**src/rtl/op_issuer.sv**
```systemverilog
// op_issuer: drives the matrix controller's enable/operation/in_data/size inputs for
// each host command, and collects serial-read results into a small output FIFO.
module op_issuer #(
  parameter int MULT_DRAIN = 24,
  parameter int READ_LAT   = 1,
  parameter int OBUF_DEPTH = 4
) (
  input  logic        clk,
  input  logic        reset,
  input  logic        cmd_valid,
  output logic        cmd_ready,
  input  logic [40:0] cmd,
  input  logic        din_valid,
  output logic        din_ready,
  input  logic [31:0] din,
  output logic        dout_valid,
  input  logic        dout_ready,
  output logic [31:0] dout,
  output logic        ctl_enable,
  output logic [31:0] ctl_operation,
  output logic [31:0] ctl_in_data,
  output logic [8:0]  ctl_size,
  input  logic [31:0] ctl_out_data,
  output logic        busy,
  output logic        err
);

  localparam int PW = $clog2(OBUF_DEPTH);
  localparam int CW = PW + 1;
  localparam int IW = $clog2(READ_LAT + 1);

  typedef enum logic [2:0] {
    S_IDLE,
    S_MULT,
    S_WRITE,
    S_READ,
    S_DRAIN,
    S_GAP
  } state_t;

  state_t             r_state;
  logic               r_in_reset;
  logic [8:0]         r_size;
  logic [31:0]        r_op;
  logic [15:0]        r_cnt;
  logic               r_err;
  logic [READ_LAT-1:0] r_pipe;

  logic [31:0]        r_mem [OBUF_DEPTH];
  logic [PW-1:0]      r_wptr;
  logic [PW-1:0]      r_rptr;
  logic [CW-1:0]      r_count;

  logic [6:0]         w_c;
  logic [3:0]         w_l;
  logic [15:0]        w_xfer;
  logic [15:0]        w_mult_len;
  logic               w_last_xfer;
  logic               w_last_mult;
  logic [IW-1:0]      w_inflight;
  logic               w_room;
  logic               w_issue;
  logic               w_push;
  logic               w_pop;

  // Transfer geometry from the latched size: C columns per row, L rows.
  assign w_c         = {1'b0, r_size[5:0]} + 7'd1;
  assign w_l         = {1'b0, r_size[8:6]} + 4'd1;
  assign w_xfer      = 16'(w_c) * 16'(w_l);
  assign w_mult_len  = w_xfer * 16'(w_l) + 16'(MULT_DRAIN);
  assign w_last_xfer = (r_cnt == w_xfer - 16'd1);
  assign w_last_mult = (r_cnt == w_mult_len - 16'd1);

  always_comb begin
    w_inflight = '0;
    for (int i = 0; i < READ_LAT; i++) begin
      w_inflight = w_inflight + IW'(r_pipe[i]);
    end
  end

  // Reads in flight already own a buffer slot, so the FIFO can never overflow.
  assign w_room = (16'(r_count) + 16'(w_inflight)) < 16'(OBUF_DEPTH);

  assign w_push     = r_pipe[READ_LAT-1];
  assign w_pop      = dout_valid && dout_ready;
  assign dout_valid = (r_count != '0);
  assign dout       = dout_valid ? r_mem[r_rptr] : '0;
  assign busy       = (r_state != S_IDLE);
  assign err        = r_err;

  // Outputs stay at 0 for the cycle after a reset edge, even though IDLE drives enable.
  always_comb begin
    // NOTE: every signal gets a default first so no path through the case infers a latch.
    cmd_ready     = 1'b0;
    din_ready     = 1'b0;
    ctl_enable    = 1'b0;
    ctl_operation = '0;
    ctl_in_data   = '0;
    ctl_size      = '0;
    w_issue       = 1'b0;
    if (!r_in_reset) begin
      case (r_state)
        S_IDLE: begin
          cmd_ready  = 1'b1;
          ctl_enable = 1'b1;
        end
        S_MULT: begin
          ctl_operation = r_op;
          ctl_enable    = 1'b1;
          ctl_size      = r_size;
        end
        S_WRITE: begin
          ctl_operation = r_op;
          ctl_in_data   = din;
          ctl_enable    = din_valid;
          din_ready     = din_valid;
          ctl_size      = r_size;
        end
        S_READ: begin
          ctl_operation = r_op;
          w_issue       = w_room;
          ctl_enable    = w_room;
          ctl_size      = r_size;
        end
        S_DRAIN: begin
          ctl_operation = r_op;
          ctl_size      = r_size;
        end
        S_GAP: begin
          ctl_enable = 1'b1;
          ctl_size   = r_size;
        end
        default: ;
      endcase
    end
  end

  always_ff @(posedge clk) begin
    if (reset) begin
      r_state    <= S_IDLE;
      r_in_reset <= 1'b1;
      r_size     <= '0;
      r_op       <= '0;
      r_cnt      <= '0;
      r_err      <= 1'b0;
    end else begin
      // NOTE: state updates use non-blocking assignments so every branch sees pre-edge values.
      r_in_reset <= 1'b0;
      r_err      <= 1'b0;
      case (r_state)
        S_IDLE: begin
          if (cmd_ready && cmd_valid) begin
            r_size <= cmd[40:32];
            r_op   <= cmd[31:0];
            r_cnt  <= '0;
            case (cmd[3:0])
              4'd1:    r_state <= S_MULT;
              4'd2:    r_state <= S_WRITE;
              4'd3:    r_state <= S_READ;
              default: r_err   <= 1'b1;
            endcase
          end
        end
        S_MULT: begin
          if (w_last_mult) r_state <= S_GAP;
          else             r_cnt   <= r_cnt + 16'd1;
        end
        S_WRITE: begin
          if (din_valid) begin
            if (w_last_xfer) r_state <= S_GAP;
            else             r_cnt   <= r_cnt + 16'd1;
          end
        end
        S_READ: begin
          if (w_issue) begin
            if (w_last_xfer) r_state <= S_DRAIN;
            else             r_cnt   <= r_cnt + 16'd1;
          end
        end
        S_DRAIN: begin
          if (w_inflight == '0) r_state <= S_GAP;
        end
        S_GAP:   r_state <= S_IDLE;
        default: r_state <= S_IDLE;
      endcase
    end
  end

  // Issue flags age through the pipe; the tail marks a cycle with valid out_data.
  always_ff @(posedge clk) begin
    if (reset) r_pipe <= '0;
    else       r_pipe <= (r_pipe << 1) | READ_LAT'(w_issue);
  end

  always_ff @(posedge clk) begin
    if (reset) begin
      r_wptr  <= '0;
      r_rptr  <= '0;
      r_count <= '0;
    end else begin
      if (w_push) r_wptr <= r_wptr + PW'(1);
      if (w_pop)  r_rptr <= r_rptr + PW'(1);
      case ({w_push, w_pop})
        2'b10:   r_count <= r_count + CW'(1);
        2'b01:   r_count <= r_count - CW'(1);
        default: ;
      endcase
    end
  end

  // NOTE: storage is not reset; the pointers and count alone define what is valid.
  always_ff @(posedge clk) begin
    if (w_push) r_mem[r_wptr] <= ctl_out_data;
  end

  a_obuf_no_overflow: assert property (@(posedge clk) disable iff (reset)
    !(w_push && !w_pop && (r_count == CW'(OBUF_DEPTH))));

endmodule
```
**config.mk**
```make
export PLATFORM = sky130hd
export DESIGN_NAME = op_issuer
export DESIGN_NICKNAME = d
export VERILOG_FILES = /design/src/rtl/op_issuer.sv
export SDC_FILE = /design/constraint.sdc
export NUM_CORES = 1
export LEC_CHECK = 0
export ABC_CLOCK_PERIOD_IN_PS = 23600
export BUFFER_PORTS_ARGS = -buffer_cell sky130_fd_sc_hd__buf_2
export CAP_MARGIN = 10
export CORE_UTILIZATION = 63
export CTS_BUF_LIST = sky130_fd_sc_hd__clkbuf_4 sky130_fd_sc_hd__clkbuf_8
export DETAILED_ROUTE_END_ITERATION = 10
export GPL_ROUTABILITY_DRIVEN = 0
export HOLD_SLACK_MARGIN = 0.06
export PLACE_DENSITY_LB_ADDON = 0.2
export SYNTH_ARGS = -nofsm -noshare
export SYNTH_HDL_FRONTEND = slang
export SYNTH_SLANG_ARGS = --single-unit
```
**constraint.sdc**
```tcl
create_clock -name clk -period 23.6 [get_ports clk]
set_input_delay 1.18 -clock clk [delete_from_list [all_inputs] [get_ports clk]]
set_output_delay 1.18 -clock clk [all_outputs]
set_load 0.005 [all_outputs]
```
==> out/metrics.yaml, run 1 <==
pwr:
  max-vdd-ir-drop_mv: 0.0620
  power_frac_clock: 0.262
  power_density_nw_per_um2: 58.4
  p_seq_frac: 0.494
  comb_power_share: 0.245
  p_sw_mw: 0.248
  netSwitchingFraction: 0.315
  p_leak_nw: 5.58
  cellInternalPower_mw: 0.540
synthesis:
  synthesis.nets: 1315
  synth_enable_flop_cells: 128
  synth-simple-area-share: 0.203
  dominant_combinational_cell_family_by_area_after_synthesis: "simple AND/OR/NAND/NOR gates"
  yosys_warnings: 0
  ys_ff_latch: 200
  synthesis.instances: 1119
  synth-seq-area-share: 0.446
  post_synthesis_instance_area_um2: 11900
  netlist-cell-type-count: 82
  async_flop_share: 0
  synthesis.area_per_instance_um2: 10.6
  yosys_most_used_dff: "sky130_fd_sc_hd__edfxtp_1"
  synth_compound_area_frac: 0.0964
  adder_and_majority_gate_portion_of_the_synthesized_area: 0.110
  synth_xor_xnor_area_share: 0.0359
  yosys-mux-area-fraction: 0.0668
detailed_routing:
  routed_via_density: 5.79
  routedWlPerCell_um: 17.7
  drcViolationCount: 4
  drt_pass_1_iters: 8
  dr.first_iter.drc_count: 765
  route.vias.total: 8996
  route.final.wire_length_mm: 27.5
  final_antenna_net_count: 0
global_routing:
  grt_start_max_net_pins: 58
  grt_usage: 0.292
  grt_pass1_vias: 9047
  grt_pass1_wl_mm: 44.4
  gr-total-overflow: 0
  antenna_found_initial: 0
clock_network:
  cts.hold.buffers_added: 0
  tritoncts: "done"
  clkSlewWorstSetupHoldPaths_ns: 0.11
  max-clock-path-buffers: 2
  cts.repair.resized: 0
  ctsRootBufferMaster: "sky130_fd_sc_hd__clkbuf_8"
  insertion_delay_ns: 0.47
  ctsHtreeMaxLevel: 4
  numClockSinks: 200
  cts_setup_buffers: 0
  tritoncts.num_buffers: 17
sta:
  drv_slew: 0
  max_clock_freq_ghz: 0.113
  final-setup-viol-count: 0
  whs_ns: 0.457
  tightest_slew_ns: 1.04
  hold_viol_final: 0
  fin_worst_skew_ns: 0.0170
  totalNegativeSetupSlack_ns: 0
  timing.max_slew.rel_slack: 0.310
  final.period_utilization: 0.375
  rsz0062_at_grt: "no"
  layout_min_cycle_time_ns: 8.84
critical_path:
  reg2reg_slack_ns: 14.76
  crit_path_max_incr_delay_ns: 0.78
  r2r_cells: 26
  worstPathBufferInverterCount: 2
  cp_data_required_time_ns: 23.99
  cp_common_cell: "sky130_fd_sc_hd__ha_1"
  cp-start-kind: "register"
  worst_path_max_delay_cell: "sky130_fd_sc_hd__dfxtp_1"
  cp-end-kind: "register"
  setup.worst_path.class: "register to register"
  cp_top_family: "adder cells"
  cp.arrival_ns: 9.22
  worstReg2RegStart: "r_size[6]$_SDFFE_PP0P_"
  path_max_fanout: 22
  cp.depth: 26
  crit_path_start: "r_size[6]$_SDFFE_PP0P_"
placement:
  place.detailed.hpwl_mm: 20.0
  placedCellCount: 1522
  number_of_i_o_port_buffers: 220
floorplanning:
  row_count: 49
  io-pin-count: 221
  core_region_area_um2: 18200
  die_x_um: 139
  die_height_um: 139
  floorplan.die_area_um2: 19400
  initial_utilization: 0.651
finish:
  n_antenna_cell: 0
  final-instance-count-excl-fill: 1554
  regArea_um2: 5290
  layout.nets: 1508
  fillers: 1279
  syn_to_final_growth_pct: 13.8
  multi_input_comb_area_um2: 6100
  fraction_of_layout_instances_using_a_drive_strength_above_1: 0.244
hold_path:
  min-delay-start: "r_op[7]$_SDFFE_PP0P_"
  worst_hold_path_type: "register to register"
  hold_depth: 2
run:
  maxcap_violations: 0
run_status:
  run_status: "finished with violations"
  failing_checks: "design-rule violations"
## power groups by stage
stage	logic [mW]	registers (mW)	clock network [mW]
after floorplan	0.140	0.392	0
after global placement	0.186	0.396	0
after detailed placement	0.190	0.397	0
after CTS	0.191	0.389	0.210
after global routing	0.211	0.390	0.223
final	0.193	0.389	0.206
## worst paths after layout
kind | end
max | r_cnt[9]$_SDFFE_PP0P_
min | r_op[7]$_SDFFE_PP0P_
max reg2reg | r_cnt[9]$_SDFFE_PP0P_
min reg2reg | r_op[7]$_SDFFE_PP0P_
## area by class of cell
class / count / area share
Clock inverter: 14 / 0.0103
Inverter: 61 / 0.0170
Sequential cell: 200 / 0.392
Tap cell: 229 / 0.0212
Clock buffer: 18 / 0.0179
Multi-Input combinational cell: 799 / 0.452
Timing Repair Buffer: 233 / 0.0892
## logic make-up after synthesis
family,count (synthesis)
adders and majority gates,86
and+or+nand+nor,460
muxes,39
xor gates and xnor gates,46
DFF,200
other,1
AOI/OAI and AO/OA,167
buffers and inverters,120
## cells in the mapped netlist (9+ instances only)
cell type	instances	area [µm²]
sky130_fd_sc_hd__xnor2_1	23	201
sky130_fd_sc_hd__edfxtp_1	128	3840
sky130_fd_sc_hd__dfxtp_1	72	1440
sky130_fd_sc_hd__nand3_1	22	110
sky130_fd_sc_hd__clkbuf_1	42	158
sky130_fd_sc_hd__fa_1	31	621
sky130_fd_sc_hd__mux4_2	32	721
sky130_fd_sc_hd__nor3_1	16	80.1
sky130_fd_sc_hd__or3_1	11	68.8
sky130_fd_sc_hd__a21oi_1	72	360
sky130_fd_sc_hd__xor2_1	21	184
sky130_fd_sc_hd__and2_1	123	769
sky130_fd_sc_hd__ha_1	55	688
sky130_fd_sc_hd__inv_1	61	229
sky130_fd_sc_hd__nor2b_1	12	75.1
sky130_fd_sc_hd__o21ai_0	9	45.0
sky130_fd_sc_hd__nand2_1	149	559
sky130_fd_sc_hd__nor2_1	50	188
sky130_fd_sc_hd__nand2b_1	24	150
## through the flow
stage | cell area, µm² | utilization | worst slack [ns] | power (mW)
global route | 13500 | 0.741 | 14.23 | 0.824
finish | 13500 | 0.741 | 14.76 | 0.788
global placement | 13100 | 0.719 | 15.21 | 0.582
floorplan | 11900 | - | 16.04 | 0.532
detailed placement | 13100 | 0.720 | 14.91 | 0.587
CTS | 13500 | 0.741 | 14.89 | 0.790
## worst reg2reg max path: cells and delay by family, from the launching register on
| kind | cells | cell delay (ns) |
|---|---|---|
| compound gates | 8 | 1.97 |
| xor+xnor | 1 | 0.53 |
| fa+ha+maj | 7 | 2.99 |
| buf+inv | 2 | 0.27 |
| flops | 1 | 0.78 |
| simple gates | 8 | 2.24 |
## state kept, by name (all words and copies together), names as in the netlist, named ones only
name	count
r_op	32
r_pipe	1
r_in_reset	1
r_state	3
r_rptr	2
err	1
r_size	9
r_cnt	16
r_mem	128
r_count	3
r_wptr	2
## cells in the final DEF (no fill, tap or decap), drive strengths merged, types with 8 or more instances in the layout
master and n:
buf 233, nor2 51, and3 8, clkbuf 18, nand3 23, o21ai 16
and2 123, edfxtp 128, xor2 21, ha 55, or3 11, nor2b 12
nand2b 24, xnor2 24, or2 9, nor3 17, nand2 149, a21oi 72
dfxtp 72, inv 69, mux4 32, fa 31
## routing by layer
metal	vias up	track usage	share of wire	wire (µm)
met4	0	0.0854	0.016	436
met5	-	0	0	0
met3	34	0.0687	0.071	1950
met1	4309	0.370	0.42	11500
met2	313	0.498	0.49	13500
li1	4340	-	-	-
Note: power is estimated with default switching activity, not from simulation.
==> run 2, diff against run 1 <==
--- a/config.mk
+++ b/config.mk
@@ -5,10 +5,10 @@
 export SDC_FILE = /design/constraint.sdc
 export NUM_CORES = 1
 export LEC_CHECK = 0
-export ABC_CLOCK_PERIOD_IN_PS = 23600
+export ABC_CLOCK_PERIOD_IN_PS = 7500
 export BUFFER_PORTS_ARGS = -buffer_cell sky130_fd_sc_hd__buf_2
 export CAP_MARGIN = 10
-export CORE_UTILIZATION = 63
+export CORE_UTILIZATION = 53
 export CTS_BUF_LIST = sky130_fd_sc_hd__clkbuf_4 sky130_fd_sc_hd__clkbuf_8
 export DETAILED_ROUTE_END_ITERATION = 10
 export GPL_ROUTABILITY_DRIVEN = 0
==> constraint.sdc (replaced) <==
create_clock -name clk -period 7.5 [get_ports clk]
set_input_delay 0.375 -clock clk [delete_from_list [all_inputs] [get_ports clk]]
set_output_delay 0.375 -clock clk [all_outputs]
set_load 0.005 [all_outputs]
==> run 2 against run 1 <==
The run now ends clean. First-iteration DRC count fell by 31%. Non-clock buffer count grew 69. Register-to-register slack worse by 15 ns. Flip-flop and latch count unchanged. Sequential share of layout area down 2.8 points. Clock skew increased by 0.0036 ns. Cell count up 7.7%. Combinational power grew to 3.8 times the previous value. Critical path depth increased by 4. Largest power group unchanged.
==> out/metrics.yaml, run 2 (same netlist as run 1, synthesis figures left out) <==
run_status:
  run_status: "complete, no violations"
critical_path:
  cp-end-kind: "register"
  cp-start-kind: "register"
  worst_path_max_delay_cell: "sky130_fd_sc_hd__a2111o_1"
  setup.worst_path.class: "register to register"
  cp.arrival_ns: 7.65
  path_max_fanout: 8
  cp_data_required_time_ns: 7.89
  cp_common_cell: "sky130_fd_sc_hd__ha_1"
  crit_path_max_incr_delay_ns: 0.43
sta:
  final-setup-viol-count: 0
  drv_slew: 0
  hold_viol_final: 0
  layout_min_cycle_time_ns: 7.26
  final.period_utilization: 0.968
  tightest_slew_ns: 1.07
  timing.max_slew.rel_slack: 0.289
  max_clock_freq_ghz: 0.138
  fin_worst_skew_ns: 0.0207
  setup_slack_ns: 0.240
placement:
  pre_cts_ws_ns: -0.187
  place.detailed.hpwl_mm: 19.9
  number_of_i_o_port_buffers: 220
finish:
  largest_reg_flops: 128
  layout.nets: 1577
  syn_to_final_growth_pct: 23.0
  highest_count_cells_in_the_layout_ignoring_fill_and_taps: "sky130_fd_sc_hd__buf_2 (220), sky130_fd_sc_hd__nand2_1 (146), sky130_fd_sc_hd__edfxtp_1 (128)"
  n_antenna_cell: 0
  post-route-util: 0.666
  registers.top_by_ff_count: "r_mem"
  largestRegisters: "r_mem x128, r_op x32, r_cnt x16"
  most_common_cell_after_layout_fill_and_taps_aside: "sky130_fd_sc_hd__buf_2"
  fraction_of_layout_instances_using_a_drive_strength_above_1: 0.323
detailed_routing:
  dr.first_iter.drc_count: 527
  final_antenna_net_count: 0
  routedWlPerCell_um: 16.9
  routed_via_density: 5.51
  drt_pass_1_iters: 5
  route.final.wire_length_mm: 28.4
  route.vias.total: 9216
  drcViolationCount: 0
clock_network:
  ctsRootBufferMaster: "sky130_fd_sc_hd__clkbuf_8"
  numClockSinks: 200
  max-clock-path-buffers: 2
  cts.hold.buffers_added: 0
  tritoncts.num_buffers: 17
  tritoncts: "done"
  insertion_delay_ns: 0.48
  clkSlewWorstSetupHoldPaths_ns: 0.12
  ctsHtreeMaxLevel: 4
floorplanning:
  core_region_area_um2: 21900
  die_x_um: 152
  floorplan.die_area_um2: 23000
  row_count: 54
  die_height_um: 152
  io-pin-count: 221
  initial_utilization: 0.541
global_routing:
  antenna_found_initial: 0
  grt_pass1_vias: 8833
  grt_usage: 0.249
  grt_start_max_net_pins: 59
  grt_pass1_wl_mm: 44.4
  gr-total-overflow: 0
hold_path:
  worst_hold_path_type: "input pin to register"
run:
  maxcap_violations: 0
pwr:
  p_leak_nw: 6.00
  totalPowerFinal_mw: 2.66
  max-vdd-ir-drop_mv: 0.135
  power_density_nw_per_um2: 183
[run 2: changes by cell type in the layout (fill, tap and decap cells not counted), moves of 4 or more]
cell / before / now
sky130_fd_sc_hd__buf_4: 12 / 78
sky130_fd_sc_hd__ha_4: 0 / 12
sky130_fd_sc_hd__dfxtp_1: 71 / 65
sky130_fd_sc_hd__xnor2_1: 23 / 19
sky130_fd_sc_hd__ha_1: 55 / 42
[run 2: stage by stage]
step / area [µm²] / hold WS [ns] / TNS (ns) / instances
final: 14600 / 0.100 / 0 / 1674
after global routing: 14600 / 0.0799 / -1.59 / 1674
after CTS: 14000 / 0.0652 / 0 / 1655
after detailed placement: 13500 / 0.442 / -1.31 / 1621
after global placement: 13500 / 0.437 / -0.358 / 1621
after floorplan: 11900 / 0.403 / 0 / 1119
[run 2: worst paths after layout]
kind	from	to	slack [ns]	depth (start not counted)
max	r_size[2]$_SDFFE_PP0P_	r_cnt[10]$_SDFFE_PP0P_	0.24	30
min	ctl_out_data[19]	r_mem[3][19]$_DFFE_PP_	0.10	1
max reg2reg	r_size[2]$_SDFFE_PP0P_	r_cnt[10]$_SDFFE_PP0P_	0.24	30
min reg2reg	r_op[22]$_SDFFE_PP0P_	r_op[22]$_SDFFE_PP0P_	0.45	2
[run 2: layout make-up]
| cell class | instances | area [µm²] |
|---|---|---|
| Fill cell | 1742 | 7320 |
| Tap cell | 280 | 350 |
| Timing Repair Buffer | 302 | 1730 |
| Multi-Input combinational cell | 799 | 6550 |
| Inverter | 61 | 229 |
| Sequential cell | 200 | 5300 |
| Clock inverter | 15 | 180 |
| Clock buffer | 17 | 234 |
[run 2: what timing repair did]
item,CTS,global route
hold endpoints to repair,0,0
cloned,0,2
gates resized for setup,13,69
endpoints found under the setup margin,18,19
pin swaps,2,31
setup buffers,2,18
[run 2: power by group]
group	internal (mW)	total [mW]	switching [mW]
registers	1.19	1.22	0.0271
clock network	0.261	0.701	0.440
logic	0.332	0.741	0.409
total	1.79	2.66	0.877
[run 2: per-layer routing]
metal | track usage | routed length, µm | vias up
met2 | 0.411 | 13600 | 323
met4 | 0.0604 | 350 | 0
met1 | 0.334 | 12400 | 4388
met5 | 0 | 0 | -
met3 | 0.0545 | 2020 | 34
li1 | - | - | 4471
[run 2: worst max-delay path, delay by kind of cell, from the launching register on]
family,cells,cell delay (ns)
AOI/OAI and AO/OA,7,1.65
xor gates and xnor gates,2,0.35
adders and majority gates,7,2.33
buffers and inverters,7,0.94
DFF,1,0.41
and+or+nand+nor,7,1.48
==> run 3, diff against run 2 <==
--- a/config.mk
+++ b/config.mk
@@ -5,6 +5,7 @@
 export SDC_FILE = /design/constraint.sdc
 export NUM_CORES = 1
 export LEC_CHECK = 0
+export ABC_AREA = 1
 export ABC_CLOCK_PERIOD_IN_PS = 7500
 export BUFFER_PORTS_ARGS = -buffer_cell sky130_fd_sc_hd__buf_2
 export CAP_MARGIN = 10
==> run 3 against run 2 <==
Non-clock buffer count is 61 lower. Critical endpoint is now r_cnt[7]$_SDFFE_PP0P_. Critical path depth is 8 higher. Maximum frequency is 4.0% higher. Largest cell class unchanged. Hold slack better by 0.0053 ns. Clock-buffer cell count stayed put.
==> out/metrics.yaml, run 3 <==
clock_network:
  clkSlewWorstSetupHoldPaths_ns: 0.12
  insertion_delay_ns: 0.48
  cts.hold.buffers_added: 0
  max-clock-path-buffers: 2
  ctsRootBufferMaster: "sky130_fd_sc_hd__clkbuf_8"
  tritoncts.num_buffers: 17
  ctsHtreeMaxLevel: 4
  numClockSinks: 200
  tritoncts: "done"
global_routing:
  grt_start_max_net_pins: 86
  grt_pass1_wl_mm: 46.7
  antenna_found_initial: 0
  gr-total-overflow: 0
  grt_pass1_vias: 9989
  grt_usage: 0.245
finish:
  fillers: 2017
  largest_reg_flops: 128
  layout.nets: 1953
  most_common_cell_after_layout_fill_and_taps_aside: "sky130_fd_sc_hd__nand2_1"
  syn_to_final_growth_pct: 14.9
  n_antenna_cell: 0
  regArea_um2: 5290
  multi_input_comb_area_um2: 5830
  fraction_of_layout_instances_using_a_drive_strength_above_1: 0.186
  registers.top_by_ff_count: "r_mem"
  highest_count_cells_in_the_layout_ignoring_fill_and_taps: "sky130_fd_sc_hd__nand2_1 (277), sky130_fd_sc_hd__nor2_1 (242), sky130_fd_sc_hd__inv_1 (227)"
  largestRegisters: "r_mem x128, r_op x32, r_cnt x16"
floorplanning:
  floorplan.die_area_um2: 23700
  die_x_um: 154
  die_height_um: 154
  io-pin-count: 221
  initial_utilization: 0.540
  core_region_area_um2: 22600
  row_count: 55
placement:
  number_of_i_o_port_buffers: 220
  place.detailed.hpwl_mm: 20.5
synthesis:
  async_flop_share: 0
  synth-seq-area-share: 0.432
  synth.most_common_cell: "sky130_fd_sc_hd__nand2_1"
  synthesis.area_per_instance_um2: 7.83
  synth_top_area_cell: "sky130_fd_sc_hd__edfxtp_1"
  synthesis.instances: 1563
  synth_enable_flop_cells: 128
  post_synthesis_instance_area_um2: 12200
  synthTopCellsByCount: "sky130_fd_sc_hd__nand2_1 (279), sky130_fd_sc_hd__nor2_1 (244), sky130_fd_sc_hd__inv_1 (231)"
  yosys_most_used_dff: "sky130_fd_sc_hd__edfxtp_1"
  synthTopCellsByArea: "sky130_fd_sc_hd__edfxtp_1 (31%), sky130_fd_sc_hd__dfxtp_1 (12%), sky130_fd_sc_hd__nand2_1 (8.6%)"
  yosys_warnings: 0
  synthesis.nets: 1759
  ys_ff_latch: 200
  netlist-cell-type-count: 39
  netlist.area_leader.share: 0.314
detailed_routing:
  drt_pass_1_iters: 5
  routed_via_density: 5.18
  route.vias.total: 10600
  routedWlPerCell_um: 14.1
  drcViolationCount: 0
  route.final.wire_length_mm: 28.9
  dr.first_iter.drc_count: 730
  final_antenna_net_count: 0
sta:
  final-setup-viol-count: 0
  fin_worst_skew_ns: 0.0185
  layout_min_cycle_time_ns: 6.98
  hold_viol_final: 0
  max_clock_freq_ghz: 0.143
  totalNegativeSetupSlack_ns: 0
  tightest_slew_ns: 0.992
  drv_slew: 0
  timing.max_slew.rel_slack: 0.337
  final.period_utilization: 0.931
  rsz0062_at_grt: "no"
  whs_ns: 0.106
critical_path:
  setup.worst_path.class: "register to register"
  cp_common_cell: "sky130_fd_sc_hd__nand2_1"
  cp-end-kind: "register"
  cp_top_family: "adder cells"
  worstPathBufferInverterCount: 6
  cp.arrival_ns: 7.38
  cp_data_required_time_ns: 7.90
  cp-start-kind: "register"
  path_max_fanout: 7
  worst_path_max_delay_cell: "sky130_fd_sc_hd__fa_1"
  crit_path_max_incr_delay_ns: 0.54
run:
  maxcap_violations: 0
pwr:
  power_frac_clock: 0.225
  p_leak_nw: 6.59
  power_density_nw_per_um2: 220
  comb_power_share: 0.375
  netSwitchingFraction: 0.390
  cellInternalPower_mw: 1.89
  p_sw_mw: 1.21
  p_seq_frac: 0.400
  max-vdd-ir-drop_mv: 0.146
hold_path:
  worst_hold_path_type: "input pin to register"
run_status:
  run_status: "complete, no violations"
## run 3: changes by cell type in the layout (fill, tap and decap cells not counted), sizes merged, moves of 21 or more
| cell | before | now |
|---|---|---|
| nand2 | 149 | 297 |
| o21ai | 16 | 118 |
| nand3 | 23 | 92 |
| nand2b | 24 | 0 |
| and2 | 123 | 0 |
| a21oi | 72 | 121 |
| buf | 301 | 241 |
| mux4 | 32 | 0 |
| inv | 71 | 242 |
| nor2 | 51 | 255 |
| nor3 | 17 | 38 |
## run 3: cells by family after synthesis
group | Yosys count | share of synthesized area
AND/OR/NAND/NOR | 703 | 0.247
buffers and inverters | 304 | 0.0942
XOR/XNOR | 24 | 0.0172
AO/OA/AOI/OAI | 245 | 0.102
flip-flops | 200 | 0.432
adder cells (fa/ha/maj) | 86 | 0.107
other | 1 | 0.000307
## run 3: worst paths after layout
kind | cells after the start | from | endpoint | slack (ns)
setup reg to reg | 38 | r_size[6]$_SDFFE_PP0P_ | r_cnt[7]$_SDFFE_PP0P_ | 0.52
hold reg to reg | 2 | r_op[19]$_SDFFE_PP0P_ | r_op[19]$_SDFFE_PP0P_ | 0.46
hold / removal | 1 | ctl_out_data[25] | r_mem[0][25]$_DFFE_PP_ | 0.11
setup / recovery | 38 | r_size[6]$_SDFFE_PP0P_ | r_cnt[7]$_SDFFE_PP0P_ | 0.52
## run 3: cell type report
class | count | area share
well taps | 285 | 0.0254
flip-flops and latches | 200 | 0.376
inverters | 238 | 0.0636
multi-input cells | 1059 | 0.415
clock inverters | 15 | 0.0133
repair buffers | 241 | 0.0904
clock buffers | 17 | 0.0166
## run 3: what timing repair did
| action | CTS | global route |
|---|---|---|
| setup buffers | 0 | 3 |
| endpoints found under the setup margin | 0 | 19 |
| resized for setup | 0 | 6 |
## run 3: power by group through the flow
stage                     combinational (mW)  sequential (mW)  clock (mW)
after global routing                    1.30             1.24       0.758
final                                   1.16             1.24       0.698
after global placement                  1.10             1.26           0
after floorplan                        0.835             1.25           0
after detailed placement                1.12             1.26           0
after CTS                               1.13             1.24       0.708
## run 3: layer usage
| metal | up-vias | global-route usage | part of all wire |
|---|---|---|---|
| met5 | - | 0 | 0 |
| met4 | 0 | 0.0719 | 0.020 |
| met3 | 39 | 0.0462 | 0.058 |
| met2 | 321 | 0.417 | 0.48 |
| met1 | 4876 | 0.317 | 0.44 |
| li1 | 5413 | - | - |
## run 3: stage by stage
step / util / power [mW] / setup WS (ns) / instances / instance area, µm²
3_5_place_dp: 0.600 / 2.38 / 0.151 / 2020 / 13600
5_1_grt: 0.621 / 3.30 / 0.0206 / 2055 / 14100
3_3_place_gp: 0.600 / 2.36 / 0.244 / 2020 / 13600
2_1_floorplan: - / 2.09 / 0.864 / 1563 / 12200
4_1_cts: 0.618 / 3.07 / 0.0998 / 2052 / 14000
6_report: 0.621 / 3.10 / 0.517 / 2055 / 14100
